## src/rtl/gamepad_pkg.sv

```systemverilog
// Shared types and constants for the gamepad poll controller: FSM states,
// the button event record and the default timing values.
package gamepad_pkg;

    localparam int BUTTON_COUNT = 16;
    localparam int INDEX_W      = $clog2(BUTTON_COUNT);

    localparam int DEFAULT_POLL_INTERVAL = 833_333;
    localparam int DEFAULT_POLL_TIMEOUT  = 131_072;
    localparam int DEFAULT_FIFO_DEPTH    = 4;

    typedef enum logic [1:0] {
        ST_IDLE,
        ST_POLL,
        ST_CAPTURE,
        ST_EMIT
    } state_t;

    typedef struct packed {
        logic               pressed;
        logic [INDEX_W-1:0] index;
    } event_t;

    // Index of the lowest set bit; 0 when no bit is set.
    function automatic logic [INDEX_W-1:0] lowest_set(input logic [BUTTON_COUNT-1:0] v);
        logic [INDEX_W-1:0] idx;
        idx = '0;
        for (int i = BUTTON_COUNT - 1; i >= 0; i--) begin
            if (v[i]) idx = INDEX_W'(i);
        end
        return idx;
    endfunction

endpackage

```

## src/rtl/gamepad_poll_controller_if.sv

```systemverilog
// Button event stream: valid/ready handshake carrying one {pressed, index} event.
interface gamepad_poll_controller_if;
    import gamepad_pkg::*;

    logic   evt_valid;
    event_t evt_data;
    logic   evt_ready;

    modport master (output evt_valid, output evt_data, input evt_ready);
    modport slave  (input evt_valid, input evt_data, output evt_ready);

endinterface

```

## src/rtl/gamepad_event_fifo.sv

```systemverilog
// Small synchronous event FIFO with full/empty flags; a pop in the same cycle
// lets a push into a full FIFO succeed.
module gamepad_event_fifo
    import gamepad_pkg::*;
#(
    parameter int DEPTH = DEFAULT_FIFO_DEPTH
) (
    input  logic   clk,
    input  logic   reset_n,
    input  logic   push,
    input  event_t push_data,
    input  logic   pop,
    output event_t head,
    output logic   full,
    output logic   empty
);

    localparam int PTR_W = $clog2(DEPTH);
    localparam int CNT_W = PTR_W + 1;

    event_t           mem_reg [DEPTH];
    logic [PTR_W-1:0] wr_ptr_reg;
    logic [PTR_W-1:0] rd_ptr_reg;
    logic [CNT_W-1:0] count_reg;
    logic             pop_ok;
    logic             push_ok;

    assign empty   = (count_reg == '0);
    assign full    = (count_reg == CNT_W'(DEPTH));
    assign pop_ok  = pop && !empty;
    assign push_ok = push && (!full || pop_ok);
    assign head    = empty ? '0 : mem_reg[rd_ptr_reg];

    always_ff @(posedge clk or negedge reset_n) begin
        if (!reset_n) begin
            for (int i = 0; i < DEPTH; i++) mem_reg[i] <= '0;
        end else if (push_ok) begin
            mem_reg[wr_ptr_reg] <= push_data;
        end
    end

    // DEPTH is a power of two, so the pointers wrap naturally.
    always_ff @(posedge clk or negedge reset_n) begin
        if (!reset_n) begin
            wr_ptr_reg <= '0;
            rd_ptr_reg <= '0;
            count_reg  <= '0;
        end else begin
            if (push_ok) wr_ptr_reg <= wr_ptr_reg + 1'b1;
            if (pop_ok)  rd_ptr_reg <= rd_ptr_reg + 1'b1;
            case ({push_ok, pop_ok})
                2'b10:   count_reg <= count_reg + 1'b1;
                2'b01:   count_reg <= count_reg - 1'b1;
                default: count_reg <= count_reg;
            endcase
        end
    end

endmodule

```

## src/rtl/gamepad_poll_controller.sv

```systemverilog
// Periodically polls a DualShock SPI master, debounces the button frame over two
// identical reads and queues one event per changed button.
module gamepad_poll_controller
    import gamepad_pkg::*;
#(
    parameter int POLL_INTERVAL = DEFAULT_POLL_INTERVAL,
    parameter int POLL_TIMEOUT  = DEFAULT_POLL_TIMEOUT,
    parameter int FIFO_DEPTH    = DEFAULT_FIFO_DEPTH
) (
    input  logic                          clk,
    input  logic                          reset_n,
    output logic                          spi_reset,
    input  logic                          spi_data_valid,
    input  logic [BUTTON_COUNT-1:0]       spi_rx,
    output logic [BUTTON_COUNT-1:0]       buttons,
    gamepad_poll_controller_if.master     evt,
    output logic                          overflow,
    input  logic                          ovf_clear,
    output logic [7:0]                    timeout_cnt
);

    localparam int INT_W  = $clog2(POLL_INTERVAL);
    localparam int TOUT_W = $clog2(POLL_TIMEOUT);

    state_t                  state_reg, state_next;
    logic [INT_W-1:0]        interval_cnt_reg;
    logic                    poll_due_reg;
    logic [TOUT_W-1:0]       tout_cnt_reg;
    logic                    dv_prev_reg;
    logic [BUTTON_COUNT-1:0] prev_frame_reg;
    logic [BUTTON_COUNT-1:0] buttons_reg;
    logic [BUTTON_COUNT-1:0] candidate_reg;
    logic [BUTTON_COUNT-1:0] changed_reg, changed_next;
    logic                    overflow_reg;
    logic [7:0]              timeout_cnt_reg;

    logic                    interval_wrap;
    logic                    poll_start;
    logic                    dv_rise;
    logic                    tout_last;
    logic                    timeout_hit;
    logic [BUTTON_COUNT-1:0] frame;
    logic [BUTTON_COUNT-1:0] candidate;
    logic [INDEX_W-1:0]      emit_idx;
    logic                    push;
    event_t                  push_data;
    logic                    fifo_full;
    logic                    fifo_empty;
    logic                    dropped;

    assign interval_wrap = (interval_cnt_reg == INT_W'(POLL_INTERVAL - 1));
    // A wrap seen outside IDLE is remembered so the poll starts at the next IDLE cycle.
    assign poll_start    = (state_reg == ST_IDLE) && (interval_wrap || poll_due_reg);
    assign dv_rise       = spi_data_valid && !dv_prev_reg;
    assign tout_last     = (tout_cnt_reg == TOUT_W'(POLL_TIMEOUT - 1));
    assign frame         = ~spi_rx;
    assign candidate     = (frame == prev_frame_reg) ? frame : buttons_reg;
    assign emit_idx      = lowest_set(changed_reg);

    always_comb begin
        state_next   = state_reg;
        changed_next = changed_reg;
        push         = 1'b0;
        push_data    = '0;
        timeout_hit  = 1'b0;
        case (state_reg)
            ST_IDLE: begin
                if (poll_start) state_next = ST_POLL;
            end
            ST_POLL: begin
                if (dv_rise) begin
                    state_next = ST_CAPTURE;
                end else if (tout_last) begin
                    timeout_hit = 1'b1;
                    state_next  = ST_IDLE;
                end
            end
            ST_CAPTURE: begin
                changed_next = candidate ^ buttons_reg;
                state_next   = (changed_next == '0) ? ST_IDLE : ST_EMIT;
            end
            ST_EMIT: begin
                push              = 1'b1;
                push_data.pressed = candidate_reg[emit_idx];
                push_data.index   = emit_idx;
                changed_next      = changed_reg & (changed_reg - BUTTON_COUNT'(1));
                state_next        = (changed_next == '0) ? ST_IDLE : ST_EMIT;
            end
            default: state_next = ST_IDLE;
        endcase
    end

    always_ff @(posedge clk or negedge reset_n) begin
        if (!reset_n) begin
            state_reg        <= ST_IDLE;
            interval_cnt_reg <= '0;
            poll_due_reg     <= 1'b0;
            tout_cnt_reg     <= '0;
            dv_prev_reg      <= 1'b0;
            prev_frame_reg   <= '0;
            buttons_reg      <= '0;
            candidate_reg    <= '0;
            changed_reg      <= '0;
            overflow_reg     <= 1'b0;
            timeout_cnt_reg  <= '0;
        end else begin
            state_reg   <= state_next;
            changed_reg <= changed_next;

            interval_cnt_reg <= interval_wrap ? '0 : interval_cnt_reg + 1'b1;
            if (poll_start)         poll_due_reg <= 1'b0;
            else if (interval_wrap) poll_due_reg <= 1'b1;

            tout_cnt_reg <= (state_reg == ST_POLL) ? tout_cnt_reg + 1'b1 : '0;
            dv_prev_reg  <= (state_reg == ST_IDLE) ? 1'b0 : spi_data_valid;

            if (state_reg == ST_CAPTURE) begin
                prev_frame_reg <= frame;
                buttons_reg    <= candidate;
                candidate_reg  <= candidate;
            end

            if (ovf_clear)    overflow_reg <= 1'b0;
            else if (dropped) overflow_reg <= 1'b1;

            if (timeout_hit && timeout_cnt_reg != 8'hFF)
                timeout_cnt_reg <= timeout_cnt_reg + 8'd1;
        end
    end

    gamepad_event_fifo #(
        .DEPTH (FIFO_DEPTH)
    ) u_fifo (
        .clk       (clk),
        .reset_n   (reset_n),
        .push      (push),
        .push_data (push_data),
        .pop       (evt.evt_ready),
        .head      (evt.evt_data),
        .full      (fifo_full),
        .empty     (fifo_empty)
    );

    assign dropped       = push && fifo_full && !(evt.evt_ready && !fifo_empty);
    assign evt.evt_valid = !fifo_empty;
    assign spi_reset     = (state_reg != ST_POLL);
    assign buttons       = buttons_reg;
    assign overflow      = overflow_reg;
    assign timeout_cnt   = timeout_cnt_reg;

endmodule
```

## src/flat_wrapper.sv

```systemverilog
// flat-port wrapper written by rule: the top's interface ports become plain ports
module gamepad_poll_controller_flat import gamepad_pkg::*;
#(
    parameter int POLL_INTERVAL = DEFAULT_POLL_INTERVAL,
    parameter int POLL_TIMEOUT  = DEFAULT_POLL_TIMEOUT,
    parameter int FIFO_DEPTH    = DEFAULT_FIFO_DEPTH
)
  (clk, reset_n, spi_reset, spi_data_valid, spi_rx, buttons, overflow, ovf_clear, timeout_cnt, evt_evt_valid, evt_evt_data, evt_evt_ready);
  gamepad_poll_controller_if evt_i ();
  input  logic clk;
  input  logic reset_n;
  output logic spi_reset;
  input  logic spi_data_valid;
  input  logic [BUTTON_COUNT-1:0] spi_rx;
  output logic [BUTTON_COUNT-1:0] buttons;
  output logic overflow;
  input  logic ovf_clear;
  output logic [7:0] timeout_cnt;
  output wire logic [$bits(evt_i.evt_valid)-1:0] evt_evt_valid;
  output wire logic [$bits(evt_i.evt_data)-1:0] evt_evt_data;
  input wire logic [$bits(evt_i.evt_ready)-1:0] evt_evt_ready;
  assign evt_evt_valid = evt_i.evt_valid;
  assign evt_evt_data = evt_i.evt_data;
  assign evt_i.evt_ready = evt_evt_ready;
  gamepad_poll_controller #(.POLL_INTERVAL(POLL_INTERVAL), .POLL_TIMEOUT(POLL_TIMEOUT), .FIFO_DEPTH(FIFO_DEPTH)) u_core (.clk(clk), .reset_n(reset_n), .spi_reset(spi_reset), .spi_data_valid(spi_data_valid), .spi_rx(spi_rx), .buttons(buttons), .evt(evt_i), .overflow(overflow), .ovf_clear(ovf_clear), .timeout_cnt(timeout_cnt));
endmodule
```

## config.mk

```make
export PLATFORM = sky130hd
export DESIGN_NAME = gamepad_poll_controller_flat
export DESIGN_NICKNAME = d
export VERILOG_FILES = /design/src/rtl/gamepad_pkg.sv /design/src/rtl/gamepad_poll_controller_if.sv /design/src/rtl/gamepad_event_fifo.sv /design/src/rtl/gamepad_poll_controller.sv /design/src/flat_wrapper.sv
export SDC_FILE = /design/constraint.sdc
export NUM_CORES = 1
export LEC_CHECK = 0
export BUFFER_PORTS_ARGS = -buffer_cell sky130_fd_sc_hd__buf_4
export CORE_UTILIZATION = 42
export CTS_BUF_LIST = sky130_fd_sc_hd__clkbuf_2
export DETAILED_ROUTE_END_ITERATION = 6
export GPL_ROUTABILITY_DRIVEN = 0
export GPL_TIMING_DRIVEN = 0
export PLACE_DENSITY = 0.57
export SLEW_MARGIN = 20
export SYNTH_ARGS = -nofsm -noshare
export SYNTH_HDL_FRONTEND = slang
export SYNTH_SLANG_ARGS = --single-unit
export TNS_END_PERCENT = 50
```

## constraint.sdc

```tcl
create_clock -name clk -period 3.3 [get_ports clk]
set_input_delay 0.165 -clock clk [delete_from_list [all_inputs] [get_ports clk]]
set_output_delay 0.165 -clock clk [all_outputs]
set_load 0.05 [all_outputs]
```

==> out/qor.yml <==
power:
  pwr-share-comb_pct: 10.9
  p_sw_share_pct: 25.3
  power.total_mw: 3.14
  irDropWorstVdd_mv: 0.360
  p_clk_share_pct: 38.5
  power.density_cell_area_nw_per_um2: 414
  p_leak_nw: 3.34
  switchingPower_mw: 0.795
  p_int_mw: 2.35
  seqPwrFrac_pct: 50.6
worst_setup_path:
  slowest_delay_ns: 0.55
  cp_num_buf_inv: 1
  cp-start-kind: "register"
  crit_required_ns: 3.90
  crit_fanout: 9
  cpLargestDelayFamily: "simple AND/OR/NAND/NOR gates"
  critical_path_arrival_ns: 3.76
  slowest_stage: "nor4_1"
  crit_chain: "buf_2, or4_1, o32ai_2, a41oi_1, nand2_1, a21oi_1, nor4_1, o22ai_1, mux2_2"
  critPathKind: "register to register"
  cp-end-kind: "register"
timing:
  skew_ns: 0.0239
  period_share_pct: 95.7
  setup_ws_ns: 0.143
  slew_viol_final: 0
  tightestPinTransition_ns: 0.902
  relSlewSlack_pct: 39.4
  fin_crit_ns: 3.16
  rsz0062_at_grt: "false"
  max_freq_ghz: 0.317
  setup_viol: 0
  hold_viol_final: 0
flow_run:
  cap_violations: 0
detailed_routing:
  drt_first_pass_iters: 7
  drc_errors: 0
  drt_iter0_drc: 266
  vias: 5227
  postRouteAntennaNets: 0
  vias_per_cell: 5.42
  drt-total-wl_mm: 15.5
  wire_per_inst_um: 16.1
floorplanning:
  placeableCoreArea_um2: 14600
  die_h_um: 125
  floorplan.initialDensity_pct: 43.5
  std_cell_rows: 44
  die_x_um: 125
  die_area_um2: 15700
  io_pins: 53
yosys:
  async_flop_share_pct: 100
  yosys.area_share.simple_pct: 19.9
  mappedNetlistNets: 703
  muxShareOfSynthArea_pct: 3.12
  ys.flop_type: "dfrtp_1"
  ys_seq_area_share_pct: 49.1
  synthAdderAreaFrac_pct: 2.40
  syn_area_um2: 6370
  synth-edff-count: 0
  avgSynthCellArea_um2: 9.48
  yosysWarnings: 0
  synth_compound_area_share_pct: 12.2
  synth_top_family_by_area: "simple AND/OR/NAND/NOR gates"
  synth_cells: 672
  ys_ff_latch: 125
  synth.distinct_cells: 51
  synth_xor_area_share_pct: 10.0
place:
  dpl_cell_area_um2: 7020
  dpl_worst_slack_ns: -0.0598
  dp_hpwl_mm: 11.3
  dp_cells: 909
  port_buffers: 52
finish:
  area_growth_pct: 19.3
  final_cell_mix: "dfrtp_1, nand2_1, o21ai_0"
  final_util_pct: 51.9
  stdcell_count: 964
  drive_above_1_share_pct: 14.0
  final_nets: 798
  n_antenna_cell: 0
  mostFrequentLayoutCell: "dfrtp_1"
  finish.instance_area_um2: 7600
clock_network:
  clk_pin_slew_ns: 0.18
  clock_path_buffers: 2
  clkLatencyLatePin_ns: 0.69
  cts-buffers-inserted: 17
  cts_setup_buffers: 0
  cts_tree: "yes"
  cts-htree-levels: 4
  cts_root_buf: "clkbuf_2"
  cts.sink_count: 125
grt:
  grt.total_usage_pct: 21.3
  grt_overflow: 0
  grt_pass1_wl_mm: 26.0
  grt_pass1_vias: 5197
  grt_start_max_net_pins: 70
  antenna_found_initial: 0
status:
  status: "completed"
hold_path:
  hold_path_class: "primary input to register"
[area by class of cell]
cell class	count	area [um^2]
well taps	184	230
inverters	18	67.6
flip-flops and latches	125	3130
clock buffers	18	90.1
repair buffers	76	669
multi-input cells	499	3050
fillers	1377	7050
plain buffers	30	140
clock inverters	14	223
[cell families (layout without fill, tap and decap cells)]
group,Yosys count,in the layout
DFF,125,125
buffers and inverters,48,156
and+or+nand+nor,267,267
AOI/OAI and AO/OA,134,134
xor gates and xnor gates,73,73
muxes,13,13
adders and majority gates,12,12
[cells in the mapped netlist, types with 4 or more instances]
| library cell | n | area (um^2) |
|---|---|---|
| dfrtp_1 | 125 | 3130 |
| nand2_1 | 107 | 402 |
| o21ai_0 | 65 | 325 |
| nor2_1 | 53 | 199 |
| xor2_1 | 42 | 368 |
| xnor2_1 | 31 | 272 |
| nand3_1 | 26 | 130 |
| a21oi_1 | 21 | 105 |
| clkbuf_1 | 19 | 71.3 |
| inv_1 | 18 | 67.6 |
| nand4_1 | 13 | 81.3 |
| o21ai_1 | 13 | 65.1 |
| nor4_1 | 12 | 75.1 |
| and3_1 | 11 | 68.8 |
| o31ai_1 | 11 | 82.6 |
| nor2b_1 | 10 | 62.6 |
| ha_1 | 9 | 113 |
| or3_1 | 7 | 43.8 |
| nand2b_1 | 6 | 37.5 |
| mux2_2 | 5 | 56.3 |
| mux4_2 | 5 | 113 |
| or4_1 | 5 | 37.5 |
| a31oi_1 | 4 | 25.0 |
| buf_1 | 4 | 15.0 |
| buf_2 | 4 | 20.0 |
| nor3_1 | 4 | 20.0 |
[timing repair]
item	CTS	global route
hold buffers	23	0
resized for setup	1	2
endpoints found under the hold margin	180	0
endpoints found under the setup margin	3	3
[layer usage]
metal | global-route usage, % | vias up | wire [um]
li1 | - | 2524 | -
met1 | 28.3 | 2512 | 7250
met2 | 33.6 | 164 | 7220
met3 | 5.01 | 27 | 757
met4 | 8.46 | 0 | 314
met5 | 0 | - | 0
[power groups by stage]
stage / sequential, mW / clock (mW) / combinational, mW
after floorplan: 1.61 / 0 / 0.200
after global placement: 1.62 / 0 / 0.309
after detailed placement: 1.62 / 0 / 0.327
after CTS: 1.59 / 1.25 / 0.352
after global routing: 1.59 / 1.32 / 0.383
final: 1.59 / 1.21 / 0.343
[per-stage QoR]
step                      setup TNS (ns)  hold WS (ns)
after floorplan                        0        -0.131
after detailed placement          -0.151         0.167
after global placement                 0         0.319
after global routing                   0         0.146
after CTS                              0         0.151
final                                  0         0.214
[tightest hold or removal path, cell delays in order]
cell,delay (ns)
dlygate4sd3_1,0.52
buf_4,0.13
o21ai_1,0.07
[path summary, 6_finish.rpt]
kind	start	end	slack (ns)	cells after the start
setup / recovery	u_core.changed_reg[1]	u_core.u_fifo.mem_reg[14]	0.14	9
hold / removal	spi_rx[1]	u_core.buttons[1]	0.21	3
min in group asynchronous	reset_n	u_core.u_fifo.count_reg[1]	0.54	4
setup reg to reg	u_core.changed_reg[1]	u_core.u_fifo.mem_reg[14]	0.14	9
hold reg to reg	u_core.tout_cnt_reg[0]	u_core.tout_cnt_reg[0]	0.48	1
max in group asynchronous	reset_n	u_core.tout_cnt_reg[14]	2.42	4
Note: power is estimated with default switching activity, not from simulation.
